===== src/rtl/priority_encoder_8to3_if.sv =====
`default_nettype none
// ============================================================================
// Module      : priority_encoder_8to3_if
// Description : Bus bundle for the 8-to-3 priority encoder. The consumer side
//               (master) drives group enable, requests and acknowledge. The
//               encoder (slave) returns the presented code, its valid flag and
//               the pending-request state.
// Revision    : 1.0 - initial release
// ============================================================================
interface priority_encoder_8to3_if;
  logic [2:0] g;      // group enable, active pattern 3'b100
  logic [7:0] req;    // request lines, bit 7 highest priority
  logic       ack;    // consumer acknowledge of the presented code
  logic [2:0] x;      // presented code
  logic       valid;  // x carries a pending request
  logic [7:0] pend;   // pending-request register
  logic       any;    // at least one request pending

  modport master (
    output g,
    output req,
    output ack,
    input  x,
    input  valid,
    input  pend,
    input  any
  );

  modport slave (
    input  g,
    input  req,
    input  ack,
    output x,
    output valid,
    output pend,
    output any
  );
endinterface
`default_nettype wire


===== src/rtl/priority_encoder_8to3.sv =====
`default_nettype none
// ============================================================================
// Module      : priority_encoder_8to3
// Description : Registered 8-to-3 priority encoder with a pending-request
//               register. Requests are latched while the group enable is
//               active, then presented one at a time (highest index first)
//               and retired by the consumer's acknowledge. A presented code
//               is never preempted; acknowledged codes are replaced by the
//               next pending one without a bubble cycle.
// Revision    : 1.0 - initial release
// ============================================================================
module priority_encoder_8to3 (
  input  wire logic               clk,
  input  wire logic               rst,
  priority_encoder_8to3_if.slave  bus
);

  // Encoder chip-enable pattern: G1 high, G2A low, G2B low.
  localparam logic [2:0] C_G_ENABLE = 3'b100;

  typedef enum logic [0:0] {
    ST_IDLE = 1'b0,
    ST_BUSY = 1'b1
  } state_t;

  // Index of the most significant set bit; returns 0 for an all-zero vector,
  // callers only use the result when the vector is known to be non-zero.
  function automatic logic [2:0] f_msb_index(input logic [7:0] v);
    logic [2:0] idx;
    idx = 3'd0;
    for (int i = 0; i < 8; i++) begin
      if (v[i]) begin
        idx = 3'(i);
      end
    end
    return idx;
  endfunction

  state_t     r_state;
  state_t     w_state_next;
  logic [2:0] r_x;
  logic [2:0] w_x_next;
  logic [7:0] r_pend;
  logic [7:0] w_pend_next;

  logic       w_en;
  logic [7:0] w_sample;
  logic [7:0] w_onehot_x;
  logic [7:0] w_clr;
  logic [7:0] w_remaining;
  logic       w_valid;
  logic       w_take;

  // Outputs come straight from registers; "any" is a reduction of pend only.
  assign w_valid   = (r_state == ST_BUSY);
  assign bus.x     = r_x;
  assign bus.valid = w_valid;
  assign bus.pend  = r_pend;
  assign bus.any   = |r_pend;

  // Request sampling and retirement masks. Requests seen while disabled are
  // dropped, not held for later. An acknowledge only counts while a code is
  // being presented.
  assign w_en        = (bus.g == C_G_ENABLE);
  assign w_sample    = w_en ? bus.req : 8'h00;
  assign w_onehot_x  = 8'h01 << r_x;
  assign w_take      = w_valid && bus.ack;
  assign w_clr       = w_take ? w_onehot_x : 8'h00;
  // Set is ORed in after the clear so a same-cycle re-request survives.
  assign w_pend_next = (r_pend & ~w_clr) | w_sample;
  // What is left to serve once the presented code is retired; selection is
  // based on the registered pend only, so this cycle's req is not eligible.
  assign w_remaining = r_pend & ~w_onehot_x;

  // State, code and pending register update; reset clears everything at once.
  always_ff @(posedge clk or posedge rst) begin
    if (rst) begin
      r_state <= ST_IDLE;
      r_x     <= 3'd0;
      r_pend  <= 8'h00;
    end else begin
      r_state <= w_state_next;
      r_x     <= w_x_next;
      r_pend  <= w_pend_next;
    end
  end

  // Next-state and next-code selection.
  always_comb begin
    w_state_next = r_state;
    w_x_next     = r_x;
    case (r_state)
      ST_IDLE: begin
        if (r_pend != 8'h00) begin
          w_x_next     = f_msb_index(r_pend);
          w_state_next = ST_BUSY;
        end
      end
      ST_BUSY: begin
        // Hold the presented code until acknowledged, regardless of any
        // higher-priority arrivals.
        if (bus.ack) begin
          if (w_remaining != 8'h00) begin
            w_x_next = f_msb_index(w_remaining);
          end else begin
            w_state_next = ST_IDLE;
          end
        end
      end
      default: begin
        w_state_next = ST_IDLE;
      end
    endcase
  end

endmodule
`default_nettype wire


===== src/flat_wrapper.sv =====
// flat-port wrapper written by rule: the top's interface ports become plain ports
module priority_encoder_8to3_flat 
  (clk, rst, bus_g, bus_req, bus_ack, bus_x, bus_valid, bus_pend, bus_any);
  priority_encoder_8to3_if bus_i ();
  input  wire logic clk;
  input  wire logic rst;
  input wire logic [$bits(bus_i.g)-1:0] bus_g;
  input wire logic [$bits(bus_i.req)-1:0] bus_req;
  input wire logic [$bits(bus_i.ack)-1:0] bus_ack;
  output wire logic [$bits(bus_i.x)-1:0] bus_x;
  output wire logic [$bits(bus_i.valid)-1:0] bus_valid;
  output wire logic [$bits(bus_i.pend)-1:0] bus_pend;
  output wire logic [$bits(bus_i.any)-1:0] bus_any;
  assign bus_i.g = bus_g;
  assign bus_i.req = bus_req;
  assign bus_i.ack = bus_ack;
  assign bus_x = bus_i.x;
  assign bus_valid = bus_i.valid;
  assign bus_pend = bus_i.pend;
  assign bus_any = bus_i.any;
  priority_encoder_8to3 u_core (.clk(clk), .rst(rst), .bus(bus_i));
endmodule

===== config.mk =====
export PLATFORM = sky130hd
export DESIGN_NAME = priority_encoder_8to3_flat
export DESIGN_NICKNAME = d
export VERILOG_FILES = /design/src/rtl/priority_encoder_8to3_if.sv /design/src/rtl/priority_encoder_8to3.sv /design/src/flat_wrapper.sv
export SDC_FILE = /design/constraint.sdc
export NUM_CORES = 1
export LEC_CHECK = 0
export ABC_CLOCK_PERIOD_IN_PS = 2140
export CORE_UTILIZATION = 30
export CTS_BUF_LIST = sky130_fd_sc_hd__clkbuf_8
export CTS_CLUSTER_DIAMETER = 120
export DETAILED_ROUTE_END_ITERATION = 8
export SYNTH_ARGS = -nofsm -noshare
export SYNTH_HDL_FRONTEND = slang
export SYNTH_SLANG_ARGS = --single-unit

===== constraint.sdc =====
create_clock -name clk -period 2.14 [get_ports clk]
set_input_delay 0.535 -clock clk [delete_from_list [all_inputs] [get_ports clk]]
set_output_delay 0.535 -clock clk [all_outputs]
set_load 0.01 [all_outputs]

==> reports/results.ini <==
[critical_path]
cp_data_required_time_ps=1600
path_buf_inv=1
timing.critical_path.fanout_max=12
crit-reg2reg-capture=u_core.bus.x[0]
crit-reg2reg-launch=u_core.bus.x[1]
start_kind=flip-flop
ff2ff_setup_slack_ps=220
cpLargestDelayFamily=buffers and inverters
cp_data_arrival_time_ps=1470
slowest_delay_ps=620
reg2reg_depth=5
critical_path_class=flip-flop to output pin
slowest_stage=clkdlybuf4s50_1
timing.critical_path.to=bus_x[0]
worst_setup_path_startpoint=u_core.bus.x[0]
timing.critical_path.depth=1
critical_path.endpoint_type=output pin
crit_path_cell_trace=clkdlybuf4s50_1

[power_and_ir_drop]
worst_ir_drop_vdd_v=0.000664
powerDensity_mw_per_mm2=1500
leakage_uw=0.000534

[logic_synthesis]
synth_area_leaders=dfrtp_1 (35%), a22o_1 (8.2%), mux2i_1 (7.0%)
yosys_top_cell_area_share=0.352
synth_cell_types=39
number_of_enable_type_register_cells_in_the_synthesized_netlist=0
synth-seq-area-share=0.352
syn-cell-area_sq_um=852
yosys_warnings=0
synth_seq_cells=12
syn_area_per_cell_sq_um=9.91
yosys-top-cells-count=dfrtp_1 (12), a22o_1 (8), nand2_1 (7)
synth.largest_area_cell=dfrtp_1
synth_most_common_cell=dfrtp_1
syn_inst=86
yosys_most_used_dff=dfrtp_1
synthesis.nets=100
synth_async_sr_flop_share=1.00

[cts]
htree_num_levels=1
cts-root-to-sink-buffers=2
clk_pin_slew_ps=60
cts_inserted_buffers=3
latest_clock_arrival_within_the_worst_skew_pair_ps=250
cts_root_buf=clkbuf_8
cts_sinks=12
tritoncts_clock_tree=yes

[timing]
achievable-frequency_mhz=499
number_of_setup_violations_in_the_final_report=0
min_period_ps=2000
setup_repair_after_global_routing_missed_its_margin=false
fin_worst_skew_ps=3.71
slew_headroom=0.675
count_of_endpoints_failing_hold_in_the_final_timing_report=0
timing_worst_slew_pin_value_ps=487
min_period_over_period=0.936
whs_ps=598
totalNegativeSetupSlack_ps=0
report.final.slew_viol_count=0

[floorplan]
fp.coreArea_sq_mm=0.00259
initial_core_util=0.329
num_rows=18
dieArea_sq_mm=0.00306
num_io_pins=27
die_w_um=55.3
chipHeight_um=55.3

[detailed_routing]
drt_iter0_drc=23
drc=0
drt-total-wl_um=2320
postRouteAntennaNets=0
detailroute.via_count=790
drtPass1Iterations=6
drt-wirelength-per-cell_um=15.8
viasPerCell=5.37

[job]
max-cap-violations=0

[cells_and_area]
layout_utilization=0.475
stdcell_count=147
layout.nets=132
final_layout_size_suffix_gt1_frac=0.179
ant_diodes=0
synthToLayoutAreaGrowth_pct=44.3

[global_routing]
groute.usage.overall=0.168
number_of_global_route_vias_before_repair=811
maximum_number_of_pins_on_one_net_before_global_route_repair=14
antenna_found_initial=0
grt_overflow_total=0
wire_length_of_the_first_global_routing_pass_um=3840

[placed_design]
detailedPlacementHpwl_um=1610
place.detailed.instances=143
gp_routability_congestion=0.786
port-buffer-count=26

[run_status]
run_status=complete, no violations

[min_path]
path_class_of_the_lowest_slack_min_delay_path=input port to async pin

## worst min path at each step
| stage | to | cells after the start |
|---|---|---|
| floorplan | u_core.bus.pend[0] | 1 |
| global placement | u_core.bus.pend[0] | 1 |
| detailed placement | u_core.bus.pend[0] | 1 |
| CTS | u_core.bus.pend[2] | 1 |
| global route | u_core.bus.pend[2] | 1 |
| finish | u_core.bus.pend[5] | 2 |
## registers in the layout (all words and copies together), names as in the netlist
| signal | cells |
|---|---|
| u_core.bus.valid | 1 |
| u_core.bus.pend | 8 |
| u_core.bus.x | 3 |
## final cells by class
class                           instances  area, sq um
Clock buffer                            4         55.1
Tap cell                               30         37.5
Inverter                                4         15.0
Multi-Input combinational cell         66          520
Timing Repair Buffer                   31          300
Sequential cell                        12          302
Fill cell                             250         1360
## layer usage
layer / vias to the layer above / wire length [um] / global-route usage / share of wire
met5: - / 0 / 0 / 0
met4: 0 / 75 / 0.132 / 0.032
met3: 4 / 80 / 0.0304 / 0.034
met2: 24 / 1110 / 0.262 / 0.48
met1: 379 / 1060 / 0.202 / 0.45
li1: 383 / - / - / -
## per-stage QoR
| stage | instance area, sq um | total power, uW | setup WS, ps |
|---|---|---|---|
| floorplan | 852 | 1170 | 427 |
| global placement | 1160 | 1540 | 203 |
| detailed placement | 1160 | 1530 | 208 |
| CTS | 1220 | 1820 | 10.1 |
| global route | 1230 | 1960 | 69.0 |
| finish | 1230 | 1840 | 136 |
## what timing repair did
action / 4_1_cts / 5_1_grt
setup endpoints to repair: 1 / 1
buffers inserted: 0 / 0
resized for setup: 2 / 2
pin swaps: 1 / 0
hold buffers: 0 / 0
## layout by cell type, fill, tap and decap left out, types with 2 or more instances in the layout
cell type and count:
and2b_1 2, mux2_4 2, inv_1 4, a21oi_1 2
nand3_1 4, o21ai_0 3, dfrtp_1 11, nor3_1 2
clkdlybuf4s50_1 25, buf_4 5, mux2i_1 6, nor2_1 5
nor4_4 2, a21o_1 2, nand2_1 7, clkbuf_8 4
a22o_1 8
## report_power, final
part | switching [uW] | internal, uW
clock network | 99.5 | 163
registers | 239 | 330
logic | 433 | 574
total | 771 | 1070
## kinds of logic (layout without fill, tap and decap cells)
logic type      after synthesis  after routing  synth area share
flops                        12             12             0.352
simple gates                 32             32             0.238
mux                           8              8             0.106
compound gates               26             26             0.250
buf+inv                       8             39            0.0543
No activity file was read; power rests on OpenSTA's default activity.
